`config.mk`:
```
export PLATFORM = sky130hd
export DESIGN_NAME = pwm_sample_feeder_flat
export DESIGN_NICKNAME = d
export VERILOG_FILES = /design/src/rtl/pwm_sample_feeder_if.sv /design/src/rtl/pwm_sample_feeder.sv /design/src/flat_wrapper.sv
export SDC_FILE = /design/constraint.sdc
export NUM_CORES = 1
export LEC_CHECK = 0
export BUFFER_PORTS_ARGS = -buffer_cell sky130_fd_sc_hd__buf_2
export CAP_MARGIN = 25
export CORE_ASPECT_RATIO = 1.2
export CORE_UTILIZATION = 30
export DETAILED_ROUTE_END_ITERATION = 8
export PLACE_DENSITY = 0.46
export SYNTH_ARGS = -nofsm -noshare
export SYNTH_HDL_FRONTEND = slang
export SYNTH_SLANG_ARGS = --single-unit
```
`constraint.sdc`:
```
create_clock -name clk_in -period 1.77 [get_ports clk_in]
set_clock_uncertainty 0.05 [all_clocks]
set_input_delay 0 -clock clk_in [delete_from_list [all_inputs] [get_ports clk_in]]
set_output_delay 0 -clock clk_in [all_outputs]
set_load 0.1 [all_outputs]
```
`src/rtl/pwm_sample_feeder_if.sv`:
```
// Sample memory read bus between the PWM sample feeder and its BRAM/ROM.
// Address is registered by the feeder; data returns one clock later.
interface pwm_sample_feeder_if #(
    parameter int ADDR_W = 16
) ();
    logic [ADDR_W-1:0] mem_addr_out;
    logic [7:0]        mem_data_in;

    modport master (
        output mem_addr_out,
        input  mem_data_in
    );

    modport slave (
        input  mem_addr_out,
        output mem_data_in
    );
endinterface

```
`src/rtl/pwm_sample_feeder.sv`:
```
// Reads 8-bit clip samples from memory and presents one per CLK_DIV clocks
// to the PWM stage, with start/stop, looping and midscale silence when idle.
module pwm_sample_feeder #(
    parameter int CLK_DIV   = 2268,
    parameter int ADDR_W    = 16,
    parameter int LAST_ADDR = 49999
) (
    input  logic                clk_in,
    input  logic                rst_in,
    input  logic                play_in,
    input  logic                loop_in,
    pwm_sample_feeder_if.master mem,
    output logic [7:0]          x_out,
    output logic                sample_strobe_out,
    output logic                busy_out,
    output logic                done_out
);

    localparam int                DIV_W     = $clog2(CLK_DIV);
    localparam logic [DIV_W-1:0]  DIV_MAX   = DIV_W'(CLK_DIV - 1);
    localparam logic [DIV_W-1:0]  DIV_CAP   = DIV_W'(1);
    localparam logic [ADDR_W-1:0] ADDR_LAST = ADDR_W'(LAST_ADDR);
    localparam logic [7:0]        MIDSCALE  = 8'h80;

    typedef enum logic [1:0] {
        IDLE,
        PLAY,
        DRAIN
    } state_t;

    state_t            state_q, state_d;
    logic [DIV_W-1:0]  div_q, div_d;
    logic [ADDR_W-1:0] addr_q, addr_d;
    logic [7:0]        buf_q, buf_d;
    logic [7:0]        x_q, x_d;
    logic              strobe_q, strobe_d;
    logic              done_q, done_d;
    logic              play_q;
    logic              start;
    logic              tick;

    assign start = play_in & ~play_q;
    assign tick  = (div_q == DIV_MAX);

    always_comb begin
        state_d  = state_q;
        div_d    = div_q;
        addr_d   = addr_q;
        buf_d    = buf_q;
        x_d      = x_q;
        strobe_d = 1'b0;
        done_d   = 1'b0;
        unique case (state_q)
            IDLE: begin
                div_d  = '0;
                addr_d = '0;
                x_d    = MIDSCALE;
                if (start) state_d = PLAY;
            end
            PLAY, DRAIN: begin
                // Dropping play_in wins over any tick in the same cycle
                if (!play_in) begin
                    state_d = IDLE;
                    div_d   = '0;
                    addr_d  = '0;
                    x_d     = MIDSCALE;
                end else begin
                    div_d = tick ? '0 : div_q + DIV_W'(1);
                    if (state_q == PLAY) begin
                        if (div_q == DIV_CAP) buf_d = mem.mem_data_in;
                        if (tick) begin
                            x_d      = buf_q;
                            strobe_d = 1'b1;
                            if (addr_q != ADDR_LAST) addr_d = addr_q + ADDR_W'(1);
                            else if (loop_in)        addr_d = '0;
                            else                     state_d = DRAIN;
                        end
                    end else if (tick) begin
                        x_d     = MIDSCALE;
                        done_d  = 1'b1;
                        addr_d  = '0;
                        state_d = IDLE;
                    end
                end
            end
            default: state_d = IDLE;
        endcase
    end

    always_ff @(posedge clk_in or posedge rst_in) begin
        if (rst_in) begin
            state_q  <= IDLE;
            div_q    <= '0;
            addr_q   <= '0;
            buf_q    <= '0;
            x_q      <= MIDSCALE;
            strobe_q <= 1'b0;
            done_q   <= 1'b0;
            play_q   <= 1'b0;
        end else begin
            state_q  <= state_d;
            div_q    <= div_d;
            addr_q   <= addr_d;
            buf_q    <= buf_d;
            x_q      <= x_d;
            strobe_q <= strobe_d;
            done_q   <= done_d;
            play_q   <= play_in;
        end
    end

    assign mem.mem_addr_out  = addr_q;
    assign x_out             = x_q;
    assign sample_strobe_out = strobe_q;
    assign done_out          = done_q;
    assign busy_out          = (state_q != IDLE);

endmodule

```
`src/flat_wrapper.sv`:
```
// flat-port wrapper written by rule: the top's interface ports become plain ports
module pwm_sample_feeder_flat 
#(
    parameter int CLK_DIV   = 2268,
    parameter int ADDR_W    = 16,
    parameter int LAST_ADDR = 49999
)
  (clk_in, rst_in, play_in, loop_in, x_out, sample_strobe_out, busy_out, done_out, mem_mem_addr_out, mem_mem_data_in);
  pwm_sample_feeder_if #(.ADDR_W(ADDR_W)) mem_i ();
  input  logic clk_in;
  input  logic rst_in;
  input  logic play_in;
  input  logic loop_in;
  output logic [7:0] x_out;
  output logic sample_strobe_out;
  output logic busy_out;
  output logic done_out;
  output wire logic [$bits(mem_i.mem_addr_out)-1:0] mem_mem_addr_out;
  input wire logic [$bits(mem_i.mem_data_in)-1:0] mem_mem_data_in;
  assign mem_mem_addr_out = mem_i.mem_addr_out;
  assign mem_i.mem_data_in = mem_mem_data_in;
  pwm_sample_feeder #(.CLK_DIV(CLK_DIV), .ADDR_W(ADDR_W), .LAST_ADDR(LAST_ADDR)) u_core (.clk_in(clk_in), .rst_in(rst_in), .play_in(play_in), .loop_in(loop_in), .mem(mem_i), .x_out(x_out), .sample_strobe_out(sample_strobe_out), .busy_out(busy_out), .done_out(done_out));
endmodule
```
* Word-level counts from Yosys, hierarchy flattened
Cells that the tools add are included.
** Storage, ports and cells
- Bits in writable memories :: 0
- Logic and storage cells :: 60
- Latch bits :: 0
- Output and inout port bits :: 27
- Register bits :: 49
- Memories :: 0
- Bits in read-only memories :: 0
- Input bits :: 12
** Operators by class
- Muxes and demuxes :: 30
- Equal/unequal tests :: 10
- Shift operators :: 0
- Reductions and logical operators :: 8
- Bitwise operators :: 2
- Multipliers :: 0
- Div/mod/pow operators :: 0
- $lt $le $gt $ge :: 0
- $add $sub $neg :: 2
** Operators with widths (count)
- $mux W16 :: 6
- $mux W8 :: 4
- $pmux W16 S2 :: 1
- $mux W12 :: 2
- $pmux W12 S2 :: 1
- $add A16 B1 Y16 const B :: 1
- $ne A16 B16 Y1 const B :: 1
- $pmux W8 S2 :: 1
- $mux W2 :: 7
- $add A12 B1 Y12 const B :: 1
- $eq A12 B1 Y1 const B :: 1
- $eq A12 B12 Y1 const B :: 1
- $ne A4 B4 Y1 const B :: 2
- $reduce_and A4 Y1 :: 2
- $mux W1 :: 7
- $ne A5 B5 Y1 const B :: 1
- $pmux W2 S2 :: 1
- $reduce_bool A2 Y1 :: 2
- $ne A3 B2 Y1 const B :: 1
- $reduce_and A3 Y1 :: 1
- $eq A2 B1 Y1 const B :: 1
- $eq A2 B2 Y1 const B :: 1
- $logic_not A2 Y1 :: 1
- $ne A2 B1 Y1 const B :: 1
- 4 further kinds :: 4

* Longest topological paths before layout
- Depth after elaboration :: 6
- Gate-level depth with buffers :: 7
- Mapped depth without buffers :: 7

* Worst setup path after synthesis
No wires, ideal clock.
- Path type :: reg2reg
- Start point :: register u_core.addr_q[2] (netlist: u_core.mem.mem_addr_out[2])
- End point :: register u_core.addr_q[15] (netlist: u_core.mem.mem_addr_out[15])
- Slack :: -640 ps
- Setup time :: 131 ps
- Data required time :: 1589 ps
- Period minus slack after synthesis :: 2410 ps
- Path buffers :: 0
- Arrival time :: 2230 ps
- Cell stages (with the launch flop) :: 6
- Cells stage by stage :: dfrtp_1 nand3_1 or4_4 o21a_1 a21oi_1 o2bb2ai_1
** Between the ends
- Cells in the longest elaborated chain, start to end :: 6
- Elaborated cells between the ends (all ways) :: 9
- Those cells by class :: 1 x add/sub; 2 x eq/ne; 5 x mux; 1 x reduce/logical
** RTL lines
- from (decl) :: RTL line pwm_sample_feeder.sv:33 : logic [ADDR_W-1:0] addr_q, addr_d;
- from (signal assigned) :: RTL line pwm_sample_feeder.sv:103 : addr_q <= addr_d;
- $add A16 B1 Y16 or $ne A16 B16 Y1 (tied branches) :: RTL line pwm_sample_feeder.sv:74 : if (addr_q != ADDR_LAST) addr_d = addr_q + ADDR_W'(1);
- $mux W16 :: RTL line pwm_sample_feeder.sv:74
- $mux W16 :: RTL line pwm_sample_feeder.sv:71 : if (tick) begin
- $mux W16 :: RTL line pwm_sample_feeder.sv:69 : if (state_q == PLAY) begin
- $mux W16 :: RTL line pwm_sample_feeder.sv:62 : if (!play_in) begin
- $pmux W16 S2 :: RTL line pwm_sample_feeder.sv:53 : unique case (state_q)
Several ways; a longest one is shown, not always the timed one. The select of a mux whose other input is x is not followed.
A chain may end at the register's enable or synchronous reset.

* Worst setup path after layout
- Start point :: register u_core.addr_q[4] (netlist: u_core.mem.mem_addr_out[4])
- End point :: register u_core.addr_q[8] (netlist: u_core.mem.mem_addr_out[8])
Same word-level chain as after synthesis.

==> impl_metrics.json <==
{
  "required_ps": 1970,
  "syn_nets": 258,
  "path_class": "flop to flop",
  "drv_slew": 0,
  "rsz0062_at_grt": "true",
  "cp_num_buf_inv": 0,
  "maxCapViolations": 0,
  "r2r-start": "u_core.mem.mem_addr_out[4]$_DFFE_PP0P_",
  "post_drt_wl_per_cell_um": 14.8,
  "hold_slack_ps": 126,
  "setup.worst_path.start_class": "flop",
  "p_per_area_nw_per_um2": 914,
  "finalHoldViolCount": 0,
  "crit_path_end": "u_core.mem.mem_addr_out[8]$_DFFE_PP0P_",
  "area_delta_synth_final_pct": 49.8,
  "dieWidth_um": 86.5,
  "design_area_um2": 3850,
  "syn_area_um2": 2570,
  "core_um2": 8200,
  "ys_seq_elements": 49,
  "grt_pass1_vias": 2194,
  "ys_types": 57,
  "fin_crit_ps": 1830,
  "p_leak_nw": 1.71,
  "ys.warnings.count": 0,
  "io_pins": 39,
  "rows": 36,
  "vias": 2223,
  "viasPerCell": 4.86,
  "pwr-share-seq": 0.378,
  "grt_use_total": 0.159,
  "r2r_slack_ps": -60,
  "cts_made_buffers": 5,
  "internal_power_mw": 2.36,
  "min_path_type": "input port to flop",
  "hpwlAfterDp_um": 4840,
  "postSynth.asyncResetShare": 1.00,
  "grt_max_degree": 31,
  "synth-main-ff-cell": "dfrtp_1",
  "grt_pass1_wl_um": 10900,
  "comb_power_share": 0.345,
  "clock_latency_ps": 310,
  "p_sw_frac": 0.329,
  "die_area_um2": 8940,
  "end_kind": "flop",
  "overflow": 0,
  "worst_pin_slew_ps": 495,
  "clk_path_buf_depth": 2,
  "ir_drop_mv": 0.634,
  "cp_cell_sequence": "nor4b_4 -> nand4_1 -> nor3_2 -> nand2b_4 -> o22a_1",
  "drt_first_pass_iters": 4,
  "finalSetupViolations": 23,
  "n_antenna_cell": 0,
  "clock_sinks": 49,
  "path_depth": 5,
  "cp_top_family": "simple AND/OR/NAND/NOR gates",
  "finalNetCount": 361,
  "fmax_ghz": 0.547,
  "clk_pin_slew_ps": 100,
  "status": "finished, violations left",
  "slowest_delay_ps": 510,
  "clkPwrFrac": 0.277,
  "dpl_cell_area_um2": 3340,
  "drtIter0Drc": 45,
  "io_buffers": 38,
  "layout_commonest_cell": "buf_4",
  "synth_edf_count": 0,
  "syn_inst": 239,
  "switchingPower_mw": 1.16,
  "r2r_cells": 5,
  "syn_area_per_cell_um2": 10.8,
  "gp_congestion": 0.743,
  "route.detailed.drc": 0,
  "routed_wl_um": 6750,
  "post-route-period-util": 1.03,
  "yosysSeqAreaShare": 0.478,
  "cts_tree": "done",
  "drtAntennaViolNets": 0,
  "cts_root_buf": "clkbuf_8",
  "slowest_stage": "dfrtp_4",
  "mostFrequentLayoutCells": "buf_4, buf_2, dfrtp_1",
  "start_util": 0.313,
  "die_h_um": 103,
  "cts-htree-levels": 2,
  "drive_gt1_frac": 0.513,
  "arrival_ps": 2030,
  "setup_slack_ps": -59.0,
  "cp-startpoint": "u_core.mem.mem_addr_out[4]$_DFFE_PP0P_",
  "final_util": 0.470,
  "regToRegEndpoint": "u_core.mem.mem_addr_out[8]$_DFFE_PP0P_",
  "violations": "negative setup slack",
  "crit_fanout": 7,
  "maxSlewHeadroom": 0.672,
  "grt_antenna_before_repair": 0
}
## sequential cells by signal, summed over array words and instances, names as in the netlist
register and flops:
u_core.div_q 12, u_core.play_q 1, u_core.mem.mem_addr_out 16, u_core.buf_q 8
u_core.sample_strobe_out 1, u_core.done_out 1, u_core.state_q 2, u_core.x_out 8
## metrics by stage
stage          TNS [ps]  cells  worst slack [ps]  power (mW)
3_5_place_dp      -1770    430              -120        2.34
4_1_cts            -160    450             -28.9        3.43
2_1_floorplan     -1100    239              -195        2.00
6_report           -667    457             -59.0        3.52
3_3_place_gp      -1050    430              -118        2.34
5_1_grt           -3840    457              -145        3.70
## worst min-delay path by stage
| stage | start | end | depth (start not counted) |
|---|---|---|---|
| 2_1_floorplan | play_in | u_core.play_q$_DFF_PP0_ | 0 |
| 3_3_place_gp | rst_in | u_core.x_out[6]$_DFFE_PP0P_ | 2 |
| 3_5_place_dp | rst_in | u_core.x_out[6]$_DFFE_PP0P_ | 2 |
| 4_1_cts | loop_in | u_core.state_q[1]$_DFFE_PP0P_ | 3 |
| 5_1_grt | loop_in | u_core.state_q[1]$_DFFE_PP0P_ | 4 |
| 6_report | loop_in | u_core.state_q[1]$_DFFE_PP0P_ | 4 |
## synthesized netlist by cell type, types with 3 or more instances
library cell	n	area (µm²)
nor2_1	23	86.3
o21ai_0	4	20.0
nor3_1	6	30.0
nand3_1	11	55.1
xor2_1	6	52.6
and3_1	4	25.0
nor4_1	4	25.0
ha_1	7	87.6
nor2b_1	3	18.8
nor4b_1	4	35.0
o21a_1	4	30.0
a22o_1	7	61.3
buf_4	3	22.5
o2bb2ai_1	10	87.6
a21oi_1	10	50.1
inv_1	13	48.8
xnor2_1	4	35.0
dfrtp_1	48	1200
mux2_2	8	90.1
nand2_1	9	33.8
nand4_1	5	31.3
## area by class of cell
class,instances,area (µm²)
fillers,819,4350
clock buffers,5,68.8
flip-flops and latches,49,1280
clock inverters,3,68.8
multi-input cells,170,1470
inverters,13,52.6
well taps,114,143
repair buffers,103,768
## kinds of logic (layout without fill, tap and decap cells)
logic type                 Yosys count  in the layout  share of synthesized area
buffers and inverters               21            124                     0.0428
AOI/OAI and AO/OA                   52             52                      0.154
xor gates and xnor gates            10             10                     0.0341
muxes                                9              9                     0.0394
and+or+nand+nor                     91             92                      0.218
adders and majority gates            7              7                     0.0341
DFF                                 49             49                      0.478
## repair_timing
item,CTS,global route
endpoints found under the setup margin,46,39
pin swaps,6,6
gates cloned,1,1
endpoints found under the hold margin,28,0
buffers inserted,1,6
resized for setup,19,18
hold buffers,10,0
## worst reg2reg max path, cell delays in order (launching register included)
cell and delay [ps]:
dfrtp_4 510, nor4b_4 270, nand4_1 210, nor3_2 320
nand2b_4 270, o22a_1 150
## power groups by stage
stage	clock, mW	combinational [mW]	sequential, mW
after floorplan	0	0.592	1.41
after global placement	0	0.998	1.34
after detailed placement	0	1.00	1.34
after CTS	0.998	1.10	1.33
after global routing	1.05	1.30	1.35
final	0.976	1.21	1.33
## layer usage
layer | wire length [µm] | track usage
met4 | 106 | 0.0500
met1 | 3140 | 0.200
met5 | 0 | 0
met3 | 165 | 0.0238
met2 | 3330 | 0.283
No activity file was read; power rests on OpenSTA's default activity.
